**src/rtl/load_ext_unit_pkg.sv**
```systemverilog
// Shared definitions for the load path: access-size codes, FSM states and
// the alignment/legality check used when a load request is accepted.
package load_ext_unit_pkg;

  localparam logic [1:0] WORDop = 2'b00;
  localparam logic [1:0] HALFop = 2'b01;
  localparam logic [1:0] BYTEop = 2'b10;

  typedef enum logic [1:0] {
    S_IDLE = 2'b00,
    S_READ = 2'b01,
    S_DONE = 2'b10,
    S_ERR  = 2'b11
  } state_t;

  // 2'b11 is unused; words need addr[1:0]==0 and halfwords need addr[0]==0.
  function automatic logic access_bad(input logic [1:0] op, input logic [1:0] a);
    access_bad = (op == 2'b11) ||
                 ((op == WORDop) && (a != 2'b00)) ||
                 ((op == HALFop) && a[0]);
  endfunction

endpackage

```
**src/rtl/load_ext_unit_ldext.sv**
```systemverilog
// Combinational lane extraction and sign/zero extension of a loaded word.
// Lanes are little-endian, matching the store byte enables.
module ldext
  import load_ext_unit_pkg::*;
(
  input  logic [31:0] word,
  input  logic [1:0]  a,
  input  logic [1:0]  op,
  input  logic        sign,
  output logic [31:0] ext
);

  logic [7:0]  b;
  logic [15:0] h;

  always_comb begin
    b = 8'h00;
    h = 16'h0000;
    ext = word;
    case (a)
      2'd0: b = word[7:0];
      2'd1: b = word[15:8];
      2'd2: b = word[23:16];
      default: b = word[31:24];
    endcase
    h = a[1] ? word[31:16] : word[15:0];
    case (op)
      BYTEop: ext = sign ? {{24{b[7]}}, b} : {24'h000000, b};
      HALFop: ext = sign ? {{16{h[15]}}, h} : {16'h0000, h};
      default: ext = word;
    endcase
  end

endmodule

```
**src/rtl/load_ext_unit.sv**
```systemverilog
// Load unit: one handshaked word read per request, then lane extraction and
// extension into a registered result with a one-cycle valid or error pulse.
module load_ext_unit
  import load_ext_unit_pkg::*;
#(
  parameter int TIMEOUT = 16
) (
  input  logic        clk,
  input  logic        rst_n,
  input  logic        req,
  input  logic [31:0] addr,
  input  logic [1:0]  op,
  input  logic        sign,
  output logic        busy,
  output logic        mem_rd,
  output logic [29:0] mem_addr,
  input  logic [31:0] mem_rdata,
  input  logic        mem_ready,
  output logic [31:0] dout,
  output logic        dout_valid,
  output logic        err,
  output state_t      dbg_state
);

  // Handshake: a read is in flight while mem_rd=1; the first cycle with
  // mem_ready=1 completes it and mem_rdata is taken in that same cycle.
  // mem_ready outside READ and req outside IDLE are ignored.

  localparam int CW = $clog2(TIMEOUT) + 1;
  localparam logic [CW-1:0] CNT_LAST = CW'(TIMEOUT - 1);

  state_t        state, state_nx;
  logic [1:0]    lat_a;
  logic [1:0]    lat_op;
  logic          lat_sign;
  logic [CW-1:0] cnt;
  logic [31:0]   ext;

  ldext u_ldext (
    .word (mem_rdata),
    .a    (lat_a),
    .op   (lat_op),
    .sign (lat_sign),
    .ext  (ext)
  );

  always_ff @(posedge clk or negedge rst_n) begin
    if (!rst_n) state <= S_IDLE;
    else        state <= state_nx;
  end

  // Ready wins over timeout when both happen in the last allowed cycle.
  always_comb begin
    state_nx = state;
    case (state)
      S_IDLE: if (req) state_nx = access_bad(op, addr[1:0]) ? S_ERR : S_READ;
      S_READ: begin
        if (mem_ready)            state_nx = S_DONE;
        else if (cnt == CNT_LAST) state_nx = S_ERR;
      end
      S_DONE:  state_nx = S_IDLE;
      default: state_nx = S_IDLE;
    endcase
  end

  always_ff @(posedge clk or negedge rst_n) begin
    if (!rst_n) begin
      lat_a    <= 2'b00;
      lat_op   <= WORDop;
      lat_sign <= 1'b0;
      mem_addr <= '0;
      cnt      <= '0;
      dout     <= '0;
    end else begin
      if (state == S_IDLE && req) begin
        lat_a    <= addr[1:0];
        lat_op   <= op;
        lat_sign <= sign;
        mem_addr <= addr[31:2];
        cnt      <= '0;
      end
      if (state == S_READ) begin
        cnt <= cnt + 1'b1;
        if (mem_ready) dout <= ext;
      end
    end
  end

  assign busy       = (state != S_IDLE);
  assign mem_rd     = (state == S_READ);
  assign dout_valid = (state == S_DONE);
  assign err        = (state == S_ERR);
  assign dbg_state  = state;

endmodule

```
**config.mk**
```make
export PLATFORM = sky130hd
export DESIGN_NAME = load_ext_unit
export DESIGN_NICKNAME = d
export VERILOG_FILES = /design/src/rtl/load_ext_unit_pkg.sv /design/src/rtl/load_ext_unit_ldext.sv /design/src/rtl/load_ext_unit.sv
export SDC_FILE = /design/constraint.sdc
export NUM_CORES = 1
export LEC_CHECK = 0
export CELL_PAD_IN_SITES_DETAIL_PLACEMENT = 1
export CELL_PAD_IN_SITES_GLOBAL_PLACEMENT = 2
export CORE_MARGIN = 1.5
export CORE_UTILIZATION = 24
export CTS_CLUSTER_DIAMETER = 40
export DETAILED_ROUTE_END_ITERATION = 10
export PLACE_DENSITY = 0.83
export RECOVER_POWER = 50
export SLEW_MARGIN = 20
export SYNTH_ARGS = -nofsm -noshare
export SYNTH_HDL_FRONTEND = slang
export SYNTH_SLANG_ARGS = --single-unit
```
**constraint.sdc**
```tcl
create_clock -name clk -period 1.5 [get_ports clk]
set_input_delay 0.3 -clock clk [delete_from_list [all_inputs] [get_ports clk]]
set_output_delay 0.3 -clock clk [all_outputs]
set_load 0.02 [all_outputs]
```
# Word level (Yosys, flattened, before mapping)
# Cells that the tools add are included.
op_classes:
  eq_ne: 12
  n_reduce_logical: 13
  addsub: 1
  n_mux: 12
ops:
  columns: ["operator", "count"]
  rows:
  - ["$mux W32", 2]
  - ["$pmux W32 S2", 1]
  - ["$pmux W8 S3", 1]
  - ["$mux W16", 1]
  - ["$eq A2 B2 Y1 const B", 5]
  - ["$mux W5", 2]
  - ["$eq A2 B1 Y1 const B", 4]
  - ["$mux W2", 4]
  - ["$logic_not A2 Y1", 3]
  - ["$reduce_bool A2 Y1", 3]
  - ["$add A5 B1 Y5 const B", 1]
  - ["$eq A5 B4 Y1 const B", 1]
  - ["$pmux W2 S2", 1]
  - ["$reduce_and A2 Y1", 2]
  - ["$logic_and A1 B1 Y1", 3]
  - ["$ne A3 B1 Y1 const B", 1]
  - ["$logic_or A1 B1 Y1", 2]
  - ["$ne A2 B2 Y1 const B", 1]
totals:
  in_bits: 71
  ff_bits: 74
  output_inout_bits: 68

# Logic depth before layout (Yosys ltp)
depth:
  word_depth: 7
  mapped_depth: 8
  depth_no_buf: 6

# Hierarchy
# Synthesis repeated with hierarchy kept, for this count alone.
unflattened:
  cells_unflattened: 367
  area_unflattened_um2: 3794.9
modules_own_cells:
  columns: ["mod", "cells_per_inst", "instances", "area_each_um2"]
  rows:
  - ["load_ext_unit", 255, 1, 3051.7]
  - ["ldext", 112, 1, 743.2]

# Worst setup path after synthesis
# No wires, ideal clock.
synth_timing:
  kind: "register to register"
  from: "reg lat_op[0]"
  to: "reg dout[6]"
  n_path_buf: 1
  path_slack_ns: -0.125
  arrival_time_ns: 1.495
  required_time_ns: 1.371
  setup_ns: 0.129
  path_stages_with_launch: 8
  path_cell_list: "dfrtp_1 > inv_1 > ha_1 > buf_2 > nand2b_1 > mux2_2 > nand2_1 > a31oi_1"
synth_via:
  elab_chain_len: 2
synth_lines:
  columns: ["item", "line", "text"]
  rows:
  - ["start: declaration", "load_ext_unit.sv:34", "logic [1:0] lat_op;"]
  - ["start signal: assignment", "load_ext_unit.sv:69", "lat_op <= WORDop;"]
  - ["start signal: assignment", "load_ext_unit.sv:77", "lat_op <= op;"]
  - ["$eq A2 B1 Y1 / $eq A2 B2 Y1 (equally long branches)", "load_ext_unit_ldext.sv:27", "case (op)"]
  - ["$pmux W32 S2 *", "load_ext_unit_ldext.sv:27", null]
  - ["end signal: assignment", "load_ext_unit.sv:84", "if (mem_ready) dout <= ext;"]
  - ["end: declaration", "load_ext_unit.sv:19", "output logic [31:0] dout,"]
# Mark *: on every way between the ends. The rest lies on a longest branch, timed or not.
# A chain may end at the register's enable or synchronous reset.

# Worst setup path in the final report
layout_timing:
  from: "reg lat_a[0]"
  to: "reg dout[15]"
layout_via:
  elab_chain_len: 4
layout_lines:
  columns: ["item", "line", "text"]
  rows:
  - ["start: declaration", "load_ext_unit.sv:33", "logic [1:0] lat_a;"]
  - ["start signal: assignment", "load_ext_unit.sv:76", "lat_a <= addr[1:0];"]
  - ["$eq A2 B2 Y1 (tied with other cells)", "load_ext_unit_ldext.sv:20", "case (a)"]
  - ["$pmux W8 S3 *", "load_ext_unit_ldext.sv:20", null]
  - ["$mux W32 *", "load_ext_unit_ldext.sv:28", "BYTEop: ext = sign ? {{24{b[7]}}, b} : {24'h000000, b};"]
  - ["$pmux W32 S2 *", "load_ext_unit_ldext.sv:27", null]
# Marks and branches as above.

==> reports/metrics.yaml <==
r2r_start: "lat_a[0]"
cts.reportedPaths.clkPinSlew_ns: 0.06
whs_ns: 0.502
synth-edff-count: 0
gr-max-usage-layer: "met2"
dieArea_mm2: 0.0162
worst_pin_slew_ns: 0.746
path_class: "flip-flop to flip-flop"
fin_util: 0.438
synth_cells: 339
wirelength_mm: 15.2
first_global_vias: 4197
cp.arrival_ns: 1.86
use_met1: 0.223
cts_tree: "yes"
core.rowCount: 45
cp_max_fo: 7
grt_max_degree: 47
initial_utilization: 0.245
stdcell_area_mm2: 0.00664
gp_congestion: 0.798
antenna_left: 0
slowest_delay_ns: 0.44
area_growth_pct: 78.9
via_per_inst: 4.92
finalSetupViolCount: 62
ys_seq_area_frac: 0.499
worst_clock_skew_ns: 0.00561
core_region_area_mm2: 0.0151
multi_input_area_mm2: 0.00206
async_flop_share: 1.00
track_usage: 0.193
ir_drop_uv: 1050
synth_cell_types: 43
placed_area_mm2: 0.00570
drt_drc_violations_left: 0
clock_sinks: 74
setup_ws_ns: -0.137
synth-seq-cells: 74
fmax_mhz: 611
numCtsBuffers: 9
relSlewSlack: 0.503
setup_tns_ns: -6.11
fin_crit_ns: 1.64
syn-num-nets: 414
avgSynthCellArea_um2: 10.9
critPathLaunch: "lat_a[0]"
cp.required_ns: 1.72
max-cap-violations: 0
drt_iter0_drc: 154
via_count: 3634
seqCellArea_mm2: 0.00186
synth_warnings: 0
drive_above_1_share: 0.385
htree_num_levels: 3
diodes: 0
wl_per_cell_um: 20.6
dp_cells: 696
min_from: "mem_addr[19]"
violations: "negative setup slack"
dr.pass1.iters: 4
root_buffer: "clkbuf_16"
nNetsFinal: 622
min_path_type: "flip-flop to flip-flop"
slowest_stage: "dfrtp_2"
ctsLongestPathBuffers: 2
post-dp-hpwl_mm: 9.80
antenna_found_initial: 0
status: "finished with violations"
grtUsageMet2: 0.347
p_per_area_mw_per_mm2: 2330
synthFlopType: "dfrtp_1"
io_pins: 139
p_leak_nw: 2.89
drv_slew: 0
stdcell_count: 738
synthesis.area_mm2: 0.00371
die_width_um: 127
grt_pass1_wl_mm: 23.7
path_cells: "mux2i_4 > buf_4 > nor3b_4 > buf_6 > a211oi_4 > buf_12 > a211oi_2"
io_buffers: 138
rsz0062_at_grt: "yes"
dieHeight_um: 127
worst_setup_path_end_kind: "flip-flop"
hold_viol: 0
cp-start-kind: "flip-flop"
nFillCells: 1645
fin_crit_sh: 1.09
clk_latency_ns: 0.35
grt.overflow.total: 0
met3_usage: 0.0494
==> logic make-up after synthesis <==
logic type / Yosys count / share of synthesized area
adder cells (fa/ha/maj): 4 / 0.0135
XOR/XNOR: 1 / 0.00236
buffers and inverters: 31 / 0.0462
flip-flops: 74 / 0.499
AND/OR/NAND/NOR: 98 / 0.143
AO/OA/AOI/OAI: 86 / 0.159
multiplexers: 45 / 0.137
==> cell usage after synthesis (2+ instances only) <==
cell type	instances	area, um2
mux2i_1	2	20.0
nor2b_1	2	12.5
a211oi_1	4	30.0
nor3b_1	10	75.1
nand2b_1	4	25.0
o221ai_1	5	43.8
o21ai_0	12	60.1
buf_6	3	33.8
o22ai_1	18	113
nand2_1	49	184
a31oi_1	8	50.1
o21ai_1	4	20.0
a21oi_2	10	87.6
dfrtp_1	74	1850
clkbuf_1	4	15.0
nand3b_1	6	45.0
a211oi_2	5	62.6
buf_4	5	37.5
ha_1	4	50.1
inv_1	6	22.5
a21oi_1	16	80.1
mux2_2	42	473
buf_2	11	55.1
nor2_1	16	60.1
==> worst max-delay path, delay by kind of cell, from the launching register on <==
| family | cells | cell delay [ns] |
|---|---|---|
| flops | 1 | 0.44 |
| buf+inv | 3 | 0.43 |
| compound gates | 2 | 0.30 |
| mux | 1 | 0.28 |
| simple gates | 1 | 0.04 |
==> state kept, by name, indices dropped and copies added (netlist names) <==
name	count
cnt	5
dbg_state	2
dout	32
lat_a	2
lat_op	2
lat_sign	1
mem_addr	30
==> through the flow <==
step / power, mW / setup WS, ns
after floorplan: 8.04 / -0.0451
after global placement: 11.6 / -0.424
after detailed placement: 12.0 / -0.498
after CTS: 15.1 / -0.133
after global routing: 16.4 / -0.203
final: 15.5 / -0.137
==> where the power goes <==
group          switching [mW]  internal [mW]  leakage [nW]  total [mW]
logic                    4.83           4.79          1.88        9.62
clock network           0.848           1.32         0.139        2.17
registers               0.705           3.01         0.876        3.71
==> routing by layer <==
layer  share of wire  wire length (um)
met1            0.40              6100
met3           0.069              1050
met2            0.51              7810
met4           0.018               277
met5               0                 0
==> path summary, 6_finish.rpt <==
kind,endpoint,slack (ns),cells after the start
worst max-delay path,dout[15],-0.14,7
max in group asynchronous,lat_a[0],0.29,3
min in group asynchronous,dout[14],0.71,3
worst min register to register,mem_addr[19],0.50,1
worst max register to register,dout[15],-0.14,7
worst min-delay path,mem_addr[19],0.50,1
==> cells in the final DEF (no fill, tap or decap), types with 6 or more instances in the layout <==
master / count
a211oi_2: 8
a21oi_1: 10
a21oi_2: 16
a31oi_1: 8
buf_4: 47
buf_6: 23
clkbuf_16: 10
clkdlybuf4s50_1: 68
dfrtp_1: 71
dlygate4sd2_1: 63
mux2_2: 8
mux2_4: 34
nand2_1: 47
nand3b_1: 6
nor2_1: 13
nor3b_1: 8
o21ai_2: 8
o22ai_1: 17
==> area by class of cell <==
type / count / area share
Tap cell: 188 / 0.0354
Clock buffer: 12 / 0.0371
Timing Repair Buffer: 221 / 0.328
Multi-Input combinational cell: 234 / 0.310
Clock inverter: 2 / 0.00584
Sequential cell: 74 / 0.279
Inverter: 7 / 0.00396
==> repair_timing <==
item / 4_1_cts / 5_1_grt
cloned: 7 / 2
gates resized for setup: 176 / 37
setup endpoints to repair: 134 / 71
buffers inserted: 20 / 3
hold buffers: 1 / 0
pin swaps: 8 / 15
endpoints found under the hold margin: 57 / 0
Note: power is estimated with default switching activity, not from simulation.
